### src/rtl/asip_fetch_pkg.sv
// ============================================================
// asip_fetch_pkg : shared types and constants for the fetch stage
// Rev 1.0
// ============================================================
`default_nettype none

package asip_fetch_pkg;

  localparam int OPW = 5;
  localparam logic [OPW-1:0] HALT_OPCODE = 5'b11111;

  typedef enum logic [1:0] {
    BOOT = 2'd0,
    RUN  = 2'd1,
    HALT = 2'd2
  } fetch_state_t;

endpackage

`default_nettype wire

### src/rtl/fetch_pc_gen.sv
// ============================================================
// fetch_pc_gen : fetch-address / PC registers, redirect mux and incrementer
// Rev 1.0
// ============================================================
`default_nettype none

module fetch_pc_gen #(
  parameter int             AW       = 16,
  parameter logic [AW-1:0]  RESET_PC = '0
) (
  input  logic          clk,
  input  logic          reset,
  input  logic          load,
  input  logic          redirect,
  input  logic [AW-1:0] target,
  output logic [AW-1:0] fa_q,
  output logic [AW-1:0] pc_q
);

  logic [AW-1:0] base;
  logic [AW-1:0] base_inc;

  // Incrementer wraps naturally modulo 2^AW.
  assign base     = redirect ? target : fa_q;
  assign base_inc = base + AW'(1);

  always_ff @(negedge clk or posedge reset) begin
    if (reset) begin
      fa_q <= RESET_PC;
      pc_q <= RESET_PC;
    end else if (load) begin
      pc_q <= base;
      fa_q <= base_inc;
    end
  end

endmodule

`default_nettype wire

### src/rtl/fetch_unit.sv
// ============================================================
// fetch_unit : instruction-fetch stage (stall, redirect, HALT)
// Optional perf counters enabled by FETCH_PERF_CNT_EN.
// Rev 1.0
// ============================================================
`default_nettype none

module fetch_unit #(
  parameter int             AW       = 16,
  parameter int             IW       = 32,
  parameter int             OPW      = 5,
  parameter logic [AW-1:0]  RESET_PC = '0
) (
  input  logic          clk,
  input  logic          reset,
  input  logic          stall_i,
  input  logic          flush_i,
  input  logic [AW-1:0] branch_target_i,
  output logic [AW-1:0] imem_addr_o,
  output logic          imem_en_o,
  input  logic [IW-1:0] imem_rdata_i,
  output logic [AW-1:0] pc_o,
  output logic [IW-1:0] instr_o,
  output logic          valid_o,
  output logic          halted_o
`ifdef FETCH_PERF_CNT_EN
  ,
  output logic [31:0]   perf_fetched_o,
  output logic [31:0]   perf_stall_o
`endif
);

  import asip_fetch_pkg::*;

  localparam logic [OPW-1:0] HALT_OP = OPW'(HALT_OPCODE);

  fetch_state_t  state;
  logic          valid_q;
  logic [AW-1:0] fa_q;
  logic [AW-1:0] pc_q;
  logic          in_run;
  logic          halt_det;
  logic          load;
  logic          redirect;

  assign in_run   = (state == RUN);
  assign halt_det = valid_q && (imem_rdata_i[IW-1 -: OPW] == HALT_OP);
  assign redirect = in_run && flush_i;
  assign load     = (state == BOOT) || (in_run && (flush_i || (!stall_i && !halt_det)));

  fetch_pc_gen #(
    .AW       (AW),
    .RESET_PC (RESET_PC)
  ) u_pc_gen (
    .clk      (clk),
    .reset    (reset),
    .load     (load),
    .redirect (redirect),
    .target   (branch_target_i),
    .fa_q     (fa_q),
    .pc_q     (pc_q)
  );

  always_ff @(negedge clk or posedge reset) begin
    if (reset) begin
      state   <= BOOT;
      valid_q <= 1'b0;
    end else begin
      case (state)
        BOOT: begin
          valid_q <= 1'b1;
          state   <= RUN;
        end
        RUN: begin
          if (flush_i) begin
            valid_q <= 1'b1;
          end else if (stall_i) begin
            valid_q <= valid_q;
          end else if (halt_det) begin
            valid_q <= 1'b0;
            state   <= HALT;
          end else begin
            valid_q <= 1'b1;
          end
        end
        HALT: begin
          valid_q <= 1'b0;
        end
        default: begin
          valid_q <= 1'b0;
          state   <= BOOT;
        end
      endcase
    end
  end

  // Reset is folded in so BOOT's forced enable does not leak out during reset.
  assign imem_en_o   = !reset && ((state == BOOT) || (in_run && (!stall_i || flush_i)));
  assign imem_addr_o = flush_i ? branch_target_i : fa_q;
  assign pc_o        = pc_q;
  assign instr_o     = imem_rdata_i;
  assign valid_o     = valid_q;
  assign halted_o    = (state == HALT);

`ifdef FETCH_PERF_CNT_EN
  always_ff @(negedge clk or posedge reset) begin
    if (reset) begin
      perf_fetched_o <= '0;
      perf_stall_o   <= '0;
    end else begin
      if (load && (perf_fetched_o != 32'hFFFF_FFFF))
        perf_fetched_o <= perf_fetched_o + 32'd1;
      if (in_run && stall_i && !flush_i && (perf_stall_o != 32'hFFFF_FFFF))
        perf_stall_o <= perf_stall_o + 32'd1;
    end
  end
`endif

endmodule

`default_nettype wire
### config.mk
export PLATFORM = sky130hd
export DESIGN_NAME = fetch_unit
export DESIGN_NICKNAME = d
export VERILOG_FILES = /design/src/rtl/asip_fetch_pkg.sv /design/src/rtl/fetch_pc_gen.sv /design/src/rtl/fetch_unit.sv
export SDC_FILE = /design/constraint.sdc
export NUM_CORES = 1
export LEC_CHECK = 0
export BUFFER_PORTS_ARGS = -buffer_cell sky130_fd_sc_hd__buf_2
export CAP_MARGIN = 20
export CORE_UTILIZATION = 48
export DETAILED_ROUTE_END_ITERATION = 12
export HOLD_SLACK_MARGIN = 0.15
export PLACE_DENSITY_LB_ADDON = 0.08
export SETUP_SLACK_MARGIN = 0.5
export SYNTH_ARGS = -nofsm -noshare
export SYNTH_HDL_FRONTEND = slang
export SYNTH_SLANG_ARGS = --single-unit
### constraint.sdc
create_clock -name clk -period 2.9 [get_ports clk]
set_input_delay 0.435 -clock clk [delete_from_list [all_inputs] [get_ports clk]]
set_output_delay 0.435 -clock clk [all_outputs]
set_load 0.005 [all_outputs]
==> flow_metrics.py <==
metrics = {
    "sta": {
        "grt_setup_unrepaired": "yes",
        "tightest_slew_ns": 0.433,
        "setup_slack_ns": -0.325,
        "slew_violations": 0,
        "setup_viol": 48,
        "skew_ns": 0.00753,
        "hold_slack_ns": 0.424,
        "slew_headroom_pct": 70.8,
        "hold_viol": 0,
    },
    "power": {
        "peakVddDrop_uv": 317,
        "powerDensity_nw_per_um2": 435,
        "leakagePower_nw": 1.98,
        "power.total_mw": 1.90,
    },
    "placed_design": {
        "dp_hpwl_microns": 5450,
        "gp_congestion": 0.870,
        "numPortBuffers": 64,
        "postPlaceCellArea_sq_um": 3260,
    },
    "logic_synthesis": {
        "synth_flop_cell": "dfrtn_1",
        "synthesis.area_sq_um": 2620,
        "synth_xor_xnor_area_share_pct": 2.01,
        "synth_seq_cells": 35,
        "yosysWarnings": 0,
        "synth_fp_nets": 361,
        "synth.distinct_cells": 58,
        "yosysSeqAreaShare_pct": 33.4,
        "syn_inst": 308,
        "synth-compound-area-share_pct": 19.8,
        "synth_simple_gate_area_share_pct": 22.9,
        "syn_area_per_cell_sq_um": 8.50,
        "synth_top_family_by_area": "simple AND/OR/NAND/NOR gates",
        "synthMuxAreaShare_pct": 6.74,
        "synth_edf_count": 0,
        "synth_fa_ha_area_share_pct": 0.478,
        "async_flop_share_pct": 100,
    },
    "floorplan": {
        "core_sq_um": 5170,
        "fp.dieArea_sq_um": 5760,
        "io_pins": 119,
        "die_w_microns": 75.9,
        "start_util_pct": 50.6,
        "die_y_microns": 75.9,
        "rows": 26,
    },
    "worst_setup_path": {
        "cp-start-kind": "input port",
        "cp.depth": 10,
        "startpoint": "flush_i",
        "path_buf_inv": 1,
        "critPathRequiredTime_ns": 1.58,
        "critical_path.cell_chain": "buf_8 -> and3b_2 -> nand2_4 -> nand2_2 -> ha_4 -> nand2_4 -> nor3_4 -> a31o_4 -> nor4b_4 -> a211oi_2",
        "setup.worst_path.end_class": "flip-flop",
        "reg2regPathDepth": 11,
        "worst_path_most_repeated_cell": "nand2_4",
        "rrSetupSlack_ns": 0.54,
        "critPathArrivalTime_ns": 1.91,
        "rr_startpoint": "state[0]$_DFFE_NP0P_",
        "critPathMaxFanout": 5,
        "critical-path-top-delay-family": "simple AND/OR/NAND/NOR gates",
        "endpoint": "u_pc_gen.fa_q[14]$_DFFE_NP0P_",
        "reg2reg_to": "u_pc_gen.fa_q[14]$_DFFE_NP0P_",
        "path_class": "in2reg",
        "slowest_stage": "and3b_2",
        "critPathMaxStageDelay_ns": 0.26,
    },
    "clocking": {
        "insertion_delay_ns": 0.30,
        "clockRootBuffer": "clkbuf_8",
        "hold_buffers": 0,
        "cts_made_buffers": 5,
        "clk_pin_slew_ns": 0.05,
        "clockBufferDepth": 2,
        "cts.sinks": 35,
        "cts_tree": "done",
        "htreeDepth": 2,
    },
    "cells_and_area": {
        "syn_to_final_growth_pct": 66.6,
        "utilization_pct": 84.3,
        "finalNetCount": 500,
        "final_area_sq_um": 4360,
        "layout_commonest_cell": "buf_4",
        "final_cell_mix": "buf_4, buf_2, dfrtn_1, nand2_1, buf_6",
        "fillers": 275,
        "diodes": 0,
        "drive_above_1_share_pct": 64.5,
    },
    "run_status": {
        "outcome": "complete, but fails checks",
        "violations": "negative setup slack",
    },
    "routing": {
        "wl_per_cell_microns": 19.5,
        "first_iter_violations": 361,
        "drc_errors": 0,
        "routed_wl_microns": 10100,
        "final_antenna_net_count": 0,
        "drt_pass1_iterations": 5,
        "drt-vias-per-instance": 5.98,
        "vias": 3097,
    },
    "grt": {
        "grt_max_degree": 22,
        "grt_overflow": 0,
        "grt_pass1_vias": 2712,
        "antenna_found_initial": 0,
        "grt_pass1_wl_microns": 13500,
        "track_usage_pct": 32.2,
    },
    "run": {
        "maxCapViolCount": 0,
    },
    "worst_hold_path": {
        "min_path_type": "reg2reg",
    },
}
==> repair_timing <==
item,4_1_cts,5_1_grt
setup buffers,35,18
gates cloned,4,0
pin swaps,24,22
setup endpoints to repair,70,70
hold endpoints to repair,0,0
gates resized for setup,73,49
==> flip-flops by register name, indices dropped and copies added (netlist names) <==
register       cells
u_pc_gen.fa_q     16
state              2
u_pc_gen.pc_q     16
valid_o            1
==> final cells by class <==
class / count / area [sq um] / area share [%]
multi-input cells: 219 / 1870 / 42.9
repair buffers: 182 / 1410 / 32.2
flip-flops and latches: 35 / 876 / 20.1
clock buffers: 7 / 96.3 / 2.21
well taps: 70 / 87.6 / 2.01
inverters: 4 / 18.8 / 0.430
clock inverters: 1 / 7.51 / 0.172
==> worst register-to-register path, stage by stage, from the launching register on <==
cell and delay, ns:
dfrtn_1 0.47, buf_4 0.14, buf_4 0.18, and3b_2 0.29
nand2_4 0.08, nand2_2 0.10, ha_4 0.18, nand2_4 0.07
nor3_4 0.25, a31o_4 0.19, nor4b_4 0.21, a211oi_2 0.05
==> power by group <==
part           switching [mW]  leakage, nW  total [mW]  internal (mW)
registers              0.0439        0.403       0.614          0.570
clock network           0.195       0.0505       0.411          0.216
logic                   0.423         1.53       0.871          0.448
==> stage by stage <==
step | std cells | worst slack [ns] | TNS, ns
finish | 518 | -0.325 | -5.83
detailed placement | 453 | -0.622 | -14.27
CTS | 500 | -0.228 | -4.05
global placement | 453 | -0.567 | -13.51
floorplan | 308 | -0.632 | -6.25
global route | 518 | -0.381 | -7.58
==> metal layers <==
metal | vias to the layer above | GRT usage, % | routed length (microns)
met3 | 42 | 7.28 | 842
met2 | 184 | 54.0 | 4940
met5 | - | 0 | 0
met4 | 0 | 14.8 | 424
met1 | 1509 | 39.5 | 3910
li1 | 1362 | - | -
==> cells in the mapped netlist (4+ instances only) <==
| cell type | instances | area [sq um] |
|---|---|---|
| and3_1 | 4 | 25.0 |
| nor3_1 | 10 | 50.1 |
| buf_2 | 9 | 45.0 |
| nand2_1 | 43 | 161 |
| a21oi_1 | 17 | 85.1 |
| nand3_1 | 9 | 45.0 |
| dfrtn_1 | 35 | 876 |
| nor2_1 | 30 | 113 |
| a21o_1 | 5 | 37.5 |
| buf_4 | 34 | 255 |
| xnor2_1 | 4 | 35.0 |
| nand4_1 | 7 | 43.8 |
| a31oi_1 | 9 | 56.3 |
| mux2_2 | 13 | 146 |
| inv_1 | 4 | 15.0 |
| o21ai_0 | 12 | 60.1 |
| buf_6 | 5 | 56.3 |
| a211oi_1 | 6 | 45.0 |
==> cell families after synthesis <==
family / count (synthesis)
buf+inv: 55
compound gates: 75
fa+ha+maj: 1
simple gates: 120
flops: 35
mux: 16
xor+xnor: 6
==> how the worst min path moves through the flow <==
stage | start | endpoint | slack, ns | cells after the start
finish | u_pc_gen.pc_q[10]$_DFFE_NP0P_ | u_pc_gen.pc_q[10]$_DFFE_NP0P_ | 0.42 | 1
global route | u_pc_gen.pc_q[10]$_DFFE_NP0P_ | u_pc_gen.pc_q[10]$_DFFE_NP0P_ | 0.44 | 1
CTS | u_pc_gen.pc_q[11]$_DFFE_NP0P_ | u_pc_gen.pc_q[11]$_DFFE_NP0P_ | 0.42 | 1
detailed placement | u_pc_gen.pc_q[11]$_DFFE_NP0P_ | u_pc_gen.pc_q[11]$_DFFE_NP0P_ | 0.42 | 1
global placement | u_pc_gen.pc_q[11]$_DFFE_NP0P_ | u_pc_gen.pc_q[11]$_DFFE_NP0P_ | 0.42 | 1
floorplan | u_pc_gen.pc_q[10]$_DFFE_NP0P_ | u_pc_gen.pc_q[10]$_DFFE_NP0P_ | 0.44 | 1
(Power assumes the default switching activity.)
